<file path="src/rtl/fifo_rd_pack_if.sv">
// Byte-FIFO read side and packed-word output handshake of fifo_rd_pack.
// master is the packer's view; slave is the FIFO/consumer side.
interface fifo_rd_pack_if;
    logic        empty;
    logic [7:0]  q;
    logic        rd;
    logic        flush;
    logic [31:0] dout;
    logic [2:0]  dout_cnt;
    logic        dout_valid;
    logic        dout_ready;

    modport master (
        input  empty, q, flush, dout_ready,
        output rd, dout, dout_cnt, dout_valid
    );

    modport slave (
        output empty, q, flush, dout_ready,
        input  rd, dout, dout_cnt, dout_valid
    );
endinterface

</file>
<file path="src/rtl/fifo_rd_pack.sv">
// Packs bytes read from an upstream FIFO into 32-bit words, first byte in lane 0.
// A flush emits a partially filled word once the FIFO has run dry.
//
// state  | meaning
// S_FILL | request a byte (rd) when FIFO not empty; flush a partial word when idle
// S_CAPT | latch q into lane cnt, advance cnt
// S_OUT  | present word, hold until dout_ready
module fifo_rd_pack (
    input  logic            rdclk,
    input  logic            rst_n,
    fifo_rd_pack_if.master  bus
);

    typedef enum logic [1:0] {
        S_FILL = 2'd0,
        S_CAPT = 2'd1,
        S_OUT  = 2'd2
    } state_t;

    state_t      state_q, state_d;
    logic [2:0]  cnt_q, cnt_d;
    logic [31:0] dout_q, dout_d;
    logic        rd_d;
    logic [4:0]  lane_lsb;

    assign lane_lsb = {cnt_q[1:0], 3'b000};

    always_ff @(posedge rdclk) begin
        if (!rst_n) begin
            state_q <= S_FILL;
            cnt_q   <= 3'd0;
            dout_q  <= 32'h0;
        end else begin
            state_q <= state_d;
            cnt_q   <= cnt_d;
            dout_q  <= dout_d;
        end
    end

    always_comb begin
        state_d = state_q;
        cnt_d   = cnt_q;
        dout_d  = dout_q;
        rd_d    = 1'b0;
        case (state_q)
            S_FILL: begin
                // A pending flush waits until no more bytes are available.
                if (!bus.empty) begin
                    rd_d    = 1'b1;
                    state_d = S_CAPT;
                end else if (bus.flush && (cnt_q != 3'd0)) begin
                    state_d = S_OUT;
                end
            end
            S_CAPT: begin
                dout_d[lane_lsb +: 8] = bus.q;
                cnt_d   = cnt_q + 3'd1;
                state_d = (cnt_q == 3'd3) ? S_OUT : S_FILL;
            end
            S_OUT: begin
                if (bus.dout_ready) begin
                    dout_d  = 32'h0;
                    cnt_d   = 3'd0;
                    state_d = S_FILL;
                end
            end
            default: begin
                state_d = S_FILL;
            end
        endcase
    end

    assign bus.rd         = rd_d & rst_n;
    assign bus.dout       = dout_q;
    assign bus.dout_valid = (state_q == S_OUT);
    assign bus.dout_cnt   = (state_q == S_OUT) ? cnt_q : 3'd0;

endmodule

</file>
<file path="src/flat_wrapper.sv">
// flat-port wrapper written by rule: the top's interface ports become plain ports
module fifo_rd_pack_flat 
  (rdclk, rst_n, bus_empty, bus_q, bus_flush, bus_dout_ready, bus_rd, bus_dout, bus_dout_cnt, bus_dout_valid);
  fifo_rd_pack_if bus_i ();
  input  logic rdclk;
  input  logic rst_n;
  input wire logic [$bits(bus_i.empty)-1:0] bus_empty;
  input wire logic [$bits(bus_i.q)-1:0] bus_q;
  input wire logic [$bits(bus_i.flush)-1:0] bus_flush;
  input wire logic [$bits(bus_i.dout_ready)-1:0] bus_dout_ready;
  output wire logic [$bits(bus_i.rd)-1:0] bus_rd;
  output wire logic [$bits(bus_i.dout)-1:0] bus_dout;
  output wire logic [$bits(bus_i.dout_cnt)-1:0] bus_dout_cnt;
  output wire logic [$bits(bus_i.dout_valid)-1:0] bus_dout_valid;
  assign bus_i.empty = bus_empty;
  assign bus_i.q = bus_q;
  assign bus_i.flush = bus_flush;
  assign bus_i.dout_ready = bus_dout_ready;
  assign bus_rd = bus_i.rd;
  assign bus_dout = bus_i.dout;
  assign bus_dout_cnt = bus_i.dout_cnt;
  assign bus_dout_valid = bus_i.dout_valid;
  fifo_rd_pack u_core (.rdclk(rdclk), .rst_n(rst_n), .bus(bus_i));
endmodule
</file>
<file path="config.mk">
export PLATFORM = sky130hd
export DESIGN_NAME = fifo_rd_pack_flat
export DESIGN_NICKNAME = d
export VERILOG_FILES = /design/src/rtl/fifo_rd_pack_if.sv /design/src/rtl/fifo_rd_pack.sv /design/src/flat_wrapper.sv
export SDC_FILE = /design/constraint.sdc
export NUM_CORES = 1
export LEC_CHECK = 0
export ABC_AREA = 1
export CAP_MARGIN = 40
export CORE_ASPECT_RATIO = 1.4
export CORE_MARGIN = 2
export CORE_UTILIZATION = 35
export CTS_CLUSTER_SIZE = 12
export DETAILED_ROUTE_END_ITERATION = 6
export GPL_TIMING_DRIVEN = 1
export SYNTH_ARGS = -nofsm -noshare
export SYNTH_HDL_FRONTEND = slang
export SYNTH_SLANG_ARGS = --single-unit
</file>
<file path="constraint.sdc">
create_clock -name rdclk -period 4.8 [get_ports rdclk]
set_input_delay 0.72 -clock rdclk [delete_from_list [all_inputs] [get_ports rdclk]]
set_output_delay 0.72 -clock rdclk [all_outputs]
set_load 0.005 [all_outputs]
</file>
==> flow_summary_export.csv <==
group,metric,value,unit
clock_tree,cts_tree,"done",
routing,vias,1885,
timing,rsz0062_at_grt,"no",
clock_tree,cts_root_buffer,"clkbuf_8",
routing,wl_per_cell,10.5,µm
worst_setup_path,cp.arrival,2330,ps
cells_and_area,final_cell_mix,"nor2_1 (85), nand2_1 (81), clkdlybuf4s50_1 (49)",
logic_synthesis,ys_seq_elements,37,
placed_design,port_buffers,49,
logic_synthesis,synth_fp_nets,336,
worst_setup_path,cpMaxStageDelayCell,"clkdlybuf4s50_1",
clock_tree,cts_max_path_buffers,2,
cells_and_area,area_growth,28.2,%
placed_design,dp_hpwl,3450,µm
power_and_ir_drop,powerDensity,261,nW/µm²
worst_setup_path,timing.rr.end,"u_core.bus.dout[27]",
clock_tree,insertion_delay,280,ps
worst_setup_path,timing.critical_path.mode_cell,"clkdlybuf4s50_1",
cells_and_area,antenna_cells,0,
hold_path,worstHoldStart,"u_core.bus.dout[25]",
timing,drv_slew,0,
worst_setup_path,cp_top_family,"buffers and inverters",
global_routing,grt_max_degree,36,
routing,post-route-drc-count,0,
power_and_ir_drop,leakage,0.00122,µW
timing,slew_headroom,0.759,
worst_setup_path,critPathLaunchType,"primary input",
logic_synthesis,synth_cell_type_count,24,
routing,drtAntennaViolNets,0,
logic_synthesis,syn-cell-area,2050,µm²
clock_tree,htreeDepth,2,
placed_design,place_congestion,0.808,
timing,final-setup-viol-count,0,
worst_setup_path,path_class,"primary input to output port",
worst_setup_path,cp_slowest_stage_delay,520,ps
timing,worst_slew_pin_slew,360,ps
logic_synthesis,postSynthCellCount,316,
global_routing,antenna_found_initial,0,
worst_setup_path,worstPathMaxFanout,35,
timing,final.setup.tns,0,ps
worst_setup_path,cp.required,4080,ps
global_routing,first_global_vias,1675,
logic_synthesis,postSynthAreaPerCell,6.49,µm²
power_and_ir_drop,ir_drop,0.182,mV
global_routing,grt_pass1_wl,7490,µm
flow_run,cap_viol_max_count,0,
worst_setup_path,r2r_slack,2780,ps
clock_tree,numCtsBuffers,5,
clock_tree,clk_pin_slew,60,ps
cells_and_area,layout_commonest_cell,"nor2_1",
cells_and_area,fill_cells,630,
hold_path,hold_path_class,"flop to flop",
routing,wl,4530,µm
cells_and_area,nets,383,
clock_tree,post_cts_buffers,0,
timing,layout_min_cycle_time,3050,ps
timing,finalCritPeriodShare,0.636,
floorplan,die_area,6500,µm²
floorplan,pin_count,50,
hold_path,hold_end,"u_core.bus.dout[25]",
worst_setup_path,crit_path_cell_trace,"clkdlybuf4s50_1 > buf_4 > inv_1 > nor3_1 > clkdlybuf4s50_1",
floorplan,start_util,0.357,
logic_synthesis,ys_seq_area_frac,0.361,
clock_tree,clock_sinks,37,
floorplan,rows,33,
clock_tree,holdBufCountCts,0,
placed_design,dp.cells,426,
floorplan,die_h,94.6,µm
floorplan,fp.dieW,68.7,µm
clock_tree,ctsResizeCount,0,
logic_synthesis,ys_warn_count,0,
floorplan,core,5740,µm²
worst_setup_path,rr_worst_depth,9,
routing,via_per_inst,4.36,
cells_and_area,drive_gt1_frac,0.0718,
worst_setup_path,cp_num_buf_inv,4,
global_routing,grt_use_total,0.148,
run_status,outcome,"completed",
global_routing,overflow,0,
timing,max_freq,327,MHz
cells_and_area,final_cells,432,
routing,dr.pass1.iters,4,
worst_setup_path,r2r_start,"u_core.cnt_q[0]",
routing,drtIter0Drc,84,
hold_path,hold_path_depth,2,
timing,finClkSkew,8.39,ps
timing,final_hold_viol_count,0,
worst_setup_path,cp-end-kind,"output port",
worst max-delay path by stage:
stage	startpoint	end	slack [ps]	depth (start not counted)
after detailed placement	rst_n	bus_rd	1720	5
after global placement	rst_n	bus_rd	1730	5
after global routing	rst_n	bus_rd	1650	5
after floorplan	rst_n	bus_rd	2860	3
after CTS	rst_n	bus_rd	1730	5
final	rst_n	bus_rd	1750	5
tightest hold or removal path, delay by kind of cell, from the launching register on:
family	cells	cell delay, ps
AND/OR/NAND/NOR	1	80
flip-flops	1	330
AO/OA/AOI/OAI	1	40
area by class of cell:
cell class / instances / area (µm²) / area share
tap: 70 / 87.6 / 0.0333
timing repair buffer: 50 / 498 / 0.189
multi-input combinational: 218 / 1040 / 0.395
sequential: 37 / 741 / 0.282
clock buffer: 5 / 68.8 / 0.0262
inverter: 51 / 191 / 0.0728
clock inverter: 1 / 5.00 / 0.00190
where the power goes:
part           switching (µW)  internal [µW]  total (µW)  leakage, µW
Clock                    99.8           95.4         195    0.0000399
Combinational            83.8           69.6         153     0.000884
Sequential               11.4            325         336     0.000301
per-layer routing:
metal | wire length [µm] | vias to the layer above | global-route usage | share of wire
met3 | 177 | 5 | 0.0250 | 0.039
met4 | 74 | 0 | 0.0441 | 0.016
met2 | 2180 | 39 | 0.251 | 0.48
met1 | 2100 | 817 | 0.190 | 0.46
li1 | - | 1024 | - | -
met5 | 0 | - | 0 | 0
synthesized netlist by cell type, drive strengths merged:
| library cell | n | area share |
|---|---|---|
| a21oi | 14 | 0.034 |
| buf | 8 | 0.036 |
| clkbuf | 2 | 0.0037 |
| dfxtp | 37 | 0.36 |
| ha | 7 | 0.043 |
| inv | 51 | 0.093 |
| nand2 | 89 | 0.18 |
| nand3 | 11 | 0.029 |
| nand4 | 2 | 0.021 |
| nor2 | 88 | 0.17 |
| nor3 | 2 | 0.0049 |
| nor3b | 1 | 0.0037 |
| o21ai | 3 | 0.013 |
| o22ai | 1 | 0.0031 |
flip-flops by register name, summed over array words and instances, names as in the netlist:
name / flops
u_core.bus.dout: 32
u_core.cnt_q: 3
u_core.state_q: 2
logic make-up after synthesis:
family	Yosys count	synth area share
AND/OR/NAND/NOR	193	0.413
buffers and inverters	61	0.133
flip-flops	37	0.361
AO/OA/AOI/OAI	18	0.0500
adder cells (fa/ha/maj)	7	0.0427
per-stage QoR:
step / total power, µW / worst slack, ps / hold WS (ps) / util / area, µm²
after detailed placement: 498 / 1720 / 475 / 0.445 / 2550
after CTS: 697 / 1730 / 493 / 0.458 / 2630
after floorplan: 443 / 2860 / 475 / - / 2050
after global routing: 730 / 1650 / 513 / 0.458 / 2630
final: 685 / 1750 / 489 / 0.458 / 2630
after global placement: 497 / 1730 / 468 / 0.445 / 2550
Note: power is estimated with default switching activity, not from simulation.
